<file path="config.mk">
export PLATFORM = sky130hd
export DESIGN_NAME = alu_seq_ctrl
export DESIGN_NICKNAME = d
export VERILOG_FILES = /design/src/rtl/alu_seq_ctrl.sv
export SDC_FILE = /design/constraint.sdc
export NUM_CORES = 1
export LEC_CHECK = 0
export CORE_ASPECT_RATIO = 0.5
export CORE_MARGIN = 8
export CORE_UTILIZATION = 30
export DETAILED_ROUTE_END_ITERATION = 7
export PLACE_DENSITY_LB_ADDON = 0.25
export SKIP_CTS_REPAIR_TIMING = 1
export SLEW_MARGIN = 20
export SYNTH_ARGS = -nofsm -noshare
export SYNTH_HDL_FRONTEND = slang
export SYNTH_SLANG_ARGS = --single-unit
</file>
<file path="constraint.sdc">
create_clock -name clk -period 4.7 [get_ports clk]
set_clock_uncertainty 0.05 [all_clocks]
set_input_delay 0.94 -clock clk [delete_from_list [all_inputs] [get_ports clk]]
set_output_delay 0.94 -clock clk [all_outputs]
set_load 0.01 [all_outputs]
</file>
<file path="src/rtl/alu_seq_ctrl.sv">
// alu_seq_ctrl: four-state sequencer driving ALU_wrapper operands, evaluating the ARM
// condition field and strobing the flag latch once per passing S command.
module alu_seq_ctrl #(
   parameter int DATA_W = 32,
   parameter int SNUM_W = 8
) (
   input  logic              clk,
   input  logic              rst_n,
   input  logic              cmd_valid,
   output logic              cmd_ready,
   input  logic [3:0]        cmd_cond,
   input  logic [3:0]        cmd_opcode,
   input  logic              cmd_s,
   input  logic [2:0]        cmd_shift_op,
   input  logic [SNUM_W-1:0] cmd_shift_num,
   input  logic [DATA_W-1:0] cmd_rn,
   input  logic [DATA_W-1:0] cmd_rm,
   output logic [DATA_W-1:0] alu_a,
   output logic [DATA_W-1:0] alu_shift_data,
   output logic [SNUM_W-1:0] alu_shift_num,
   output logic [2:0]        alu_shift_op,
   output logic [3:0]        alu_op,
   output logic              alu_s,
   input  logic [DATA_W-1:0] alu_f,
   input  logic [3:0]        nzcv_in,
   output logic              res_valid,
   input  logic              res_ready,
   output logic [DATA_W-1:0] res_data,
   output logic              res_wb,
   output logic              res_skipped
);
   typedef enum logic [1:0] {IDLE, EXEC, FLAG, DONE} state_t;
   state_t state_q, state_d;
   logic [3:0]        cond_q;
   logic              s_q;
   logic              pass_q, pass_d;
   logic              alu_s_q, alu_s_d;
   logic [DATA_W-1:0] rn_q, rm_q, res_q;
   logic [SNUM_W-1:0] snum_q;
   logic [2:0]        sop_q;
   logic [3:0]        op_q;
   logic              n, z, c, v, accept;
   logic [15:0]       cond_tbl;
   assign {n, z, c, v} = nzcv_in;
   // bit k holds the outcome of condition code k (NV at 15 down to EQ at 0)
   assign cond_tbl = {1'b0, 1'b1, z | (n ^ v), ~z & ~(n ^ v), n ^ v, ~(n ^ v), ~c | z, c & ~z,
                      ~v, v, ~n, n, ~c, c, ~z, z};
   assign pass_d  = cond_tbl[cond_q];
   assign accept  = cmd_valid && state_q == IDLE;
   assign alu_s_d = state_q == EXEC && pass_d && s_q;
   always_ff @(posedge clk or negedge rst_n)
      if (!rst_n) state_q <= IDLE;
      else        state_q <= state_d;
   always_comb begin
      state_d = state_q;
      case (state_q)
         IDLE:    state_d = cmd_valid ? EXEC : IDLE;
         EXEC:    state_d = FLAG;
         FLAG:    state_d = DONE;
         default: state_d = res_ready ? IDLE : DONE;
      endcase
   end
   always_comb begin
      cmd_ready   = state_q == IDLE;
      res_valid   = state_q == DONE;
      res_wb      = res_valid && pass_q && op_q[3:2] != 2'b10;
      res_skipped = res_valid && !pass_q;
   end
   always_ff @(posedge clk or negedge rst_n)
      if (!rst_n) begin
         cond_q  <= '0;
         op_q    <= '0;
         s_q     <= 1'b0;
         sop_q   <= '0;
         snum_q  <= '0;
         rn_q    <= '0;
         rm_q    <= '0;
         res_q   <= '0;
         pass_q  <= 1'b0;
         alu_s_q <= 1'b0;
      end else begin
         if (accept) begin
            cond_q <= cmd_cond;
            op_q   <= cmd_opcode;
            s_q    <= cmd_s;
            sop_q  <= cmd_shift_op;
            snum_q <= cmd_shift_num;
            rn_q   <= cmd_rn;
            rm_q   <= cmd_rm;
         end
         if (state_q == EXEC) begin
            res_q  <= alu_f;
            pass_q <= pass_d;
         end
         alu_s_q <= alu_s_d;
      end
   assign alu_a          = rn_q;
   assign alu_shift_data = rm_q;
   assign alu_shift_num  = snum_q;
   assign alu_shift_op   = sop_q;
   assign alu_op         = op_q;
   assign alu_s          = alu_s_q;
   assign res_data       = res_q;
endmodule

</file>
==> results.toml <==
[critical_path]
cp_max_fo = 7
arrival_ps = 1800
path_class = "register to output port"
rr_worst_depth = 5
start_kind = "register"
crit_required_ps = 3710
cp-end-kind = "output port"

[finish]
multi_input_area_um2 = 1520
nFillCells = 1366
final_nets = 658
diodes = 0
seqCellArea_um2 = 3000
area_growth_pct = 69.9
drive_above_1_share = 0.278

[synth]
ys_top_cells_by_area = "dfrtp_1 (65%), mux2_2 (28%), ha_1 (1.1%)"
netlist_area_um2 = 4600
ys_seq_area_frac = 0.653
yosys_register_bits = 120
synthDistinctLibCells = 22
synth_top_family_by_area = "multiplexers"
yosys_most_used_dff = "dfrtp_1"
yosys.area_share.simple = 0.0158
synth_common_cells = "dfrtp_1 (120), mux2_2 (116), clkbuf_1 (6), buf_2 (5)"
synthAdderAreaFrac = 0.0109
synth-edff-count = 0
yosysWarnings = 0
synth_cells = 280
syn_avg_cell_area_um2 = 16.4
synth.most_common_cell = "dfrtp_1"
synth_compound_gate_area_share = 0.0109
post-synth-top-area-cell = "dfrtp_1"
yosysTopAreaCellShare = 0.653
ys_async_sr_fraction = 1.00
synth_nets = 408
synth-xor-area-share = 0.00734
muxShareOfSynthArea = 0.284

[sta]
slew_viol_final = 0
fin_crit_sh = 0.594
max_freq_ghz = 0.358
hold_violations = 0
finalSetupTns_ps = 0
finalCriticalPeriod_ps = 2790
tightest_slew_ps = 872
setup_viol = 0
rsz0062_at_grt = "no"
setup_ws_ps = 1910
max_slew_margin = 0.419

[power]
p_per_area_nw_per_um2 = 708
power_leakage_uw = 0.00326
ir_worst_vdd_v = 0.000288

[routing]
drt-wirelength-per-cell_um = 17.4
drt_iter0_markers = 106
vias_per_cell = 4.24
firstDrtPassIters = 4
wirelength_um = 13000
drc = 0
dr_total_vias = 3167
antenna_left = 0

[outcome]
status = "finished clean"

[cts]
clock_sinks = 120
insertion_delay_ps = 390
path_clk_slew_ps = 50
cts_tree = "yes"
htree_levels = 4
cts_root_buffer = "clkbuf_16"
clk_path_buf_depth = 2
cts_buffers = 17

[global_route]
track_usage = 0.129
grt_pass1_vias = 3558
grt_overflow = 0
grt_max_degree = 67
grt_pass1_wl_um = 20200
grt_antenna_before_repair = 0

[placed_design]
dpl.hpwl_um = 9960
place_congestion = 0.685
dpl_worst_slack_ps = 1740
port_buffers = 239

[die]
die_w_um = 191
die_area_um2 = 19800
core_um2 = 15200
die_h_um = 104
io-pin-count = 240
placementRows = 32
start_util = 0.302

[worst_hold_path]
min_path_type = "register to register"
hold_depth = 1

[job]
maxCapViolCount = 0
routing by layer:
layer | routed length (µm) | GRT usage | vias up | share of wire
met5 | 0 | 0 | - | 0
met1 | 5070 | 0.136 | 1583 | 0.39
met4 | 87 | 0.0328 | 0 | 0.0067
met3 | 671 | 0.0371 | 7 | 0.052
li1 | - | - | 1490 | -
met2 | 7150 | 0.247 | 87 | 0.55
placed cells by master, fill, tap and decap left out:
cell type,Yosys,layout
or3b_1,1,1
clkinv_4,0,1
a31oi_1,2,2
inv_1,3,3
and3_1,1,1
or4bb_1,1,1
ha_1,4,4
buf_4,0,6
clkdlybuf4s50_1,0,238
nand2_1,4,3
xor2_2,1,1
nor2b_1,1,1
xor2_1,1,1
a21oi_1,3,3
or4_1,1,1
or3_1,1,1
xnor2_1,1,1
clkbuf_1,6,5
clkinvlp_4,0,1
mux2_2,116,116
clkbuf_8,2,3
nand2_4,0,1
clkbuf_16,0,17
o31ai_1,2,2
clkinv_2,0,2
nor2_1,3,3
bufinv_16,0,3
a22oi_1,1,1
dfrtp_1,120,120
metrics by stage:
stage                     hold slack, ps  instances  cell area [µm²]   util  power, µW
after floorplan                      429        280             4600      -       2910
after global placement               438        715             7220  0.474       4240
after detailed placement             442        715             7220  0.474       4290
after CTS                            453        747             7820  0.514       5640
after global routing                 456        747             7820  0.514       5860
final                                450        747             7820  0.514       5540
flip-flops by register name, indices dropped and copies added, names as in the netlist:
name and count:
alu_shift_op 3, res_data 32, pass_q 1, alu_shift_num 8
s_q 1, alu_shift_data 32, alu_op 4, alu_a 32
state_q 2, alu_s 1, cond_q 4
cell type report:
type                       instances  area share
tap                              204      0.0326
clock buffer                      25      0.0621
inverter                           3     0.00144
clock inverter                     7      0.0149
timing repair buffer             244       0.310
sequential                       120       0.384
multi-input combinational        144       0.194
logic make-up after synthesis:
group	Yosys count
flops	120
mux	116
compound gates	8
fa+ha+maj	4
simple gates	13
xor+xnor	3
buf+inv	16
final timing paths:
path                                          from                 end  slack [ps]
worst max-delay path                    state_q[0]              res_wb        1910
worst min-delay path            alu_shift_data[22]  alu_shift_data[22]         450
worst max register to register          state_q[0]           alu_a[27]        2440
worst min register to register  alu_shift_data[22]  alu_shift_data[22]         450
max in group asynchronous                    rst_n        res_data[14]        3030
min in group asynchronous                    rst_n            alu_a[3]         590
power by group:
group	internal (µW)	switching [µW]	total, µW
combinational	1510	870	2380
clock	877	439	1320
sequential	1570	274	1840
critical path, stage by stage (launching register included):
cell and delay (ps):
dfrtp_1 370, ha_1 290, nand2_1 80, a21oi_1 120
clkdlybuf4s50_1 560
(Power assumes the default switching activity.)
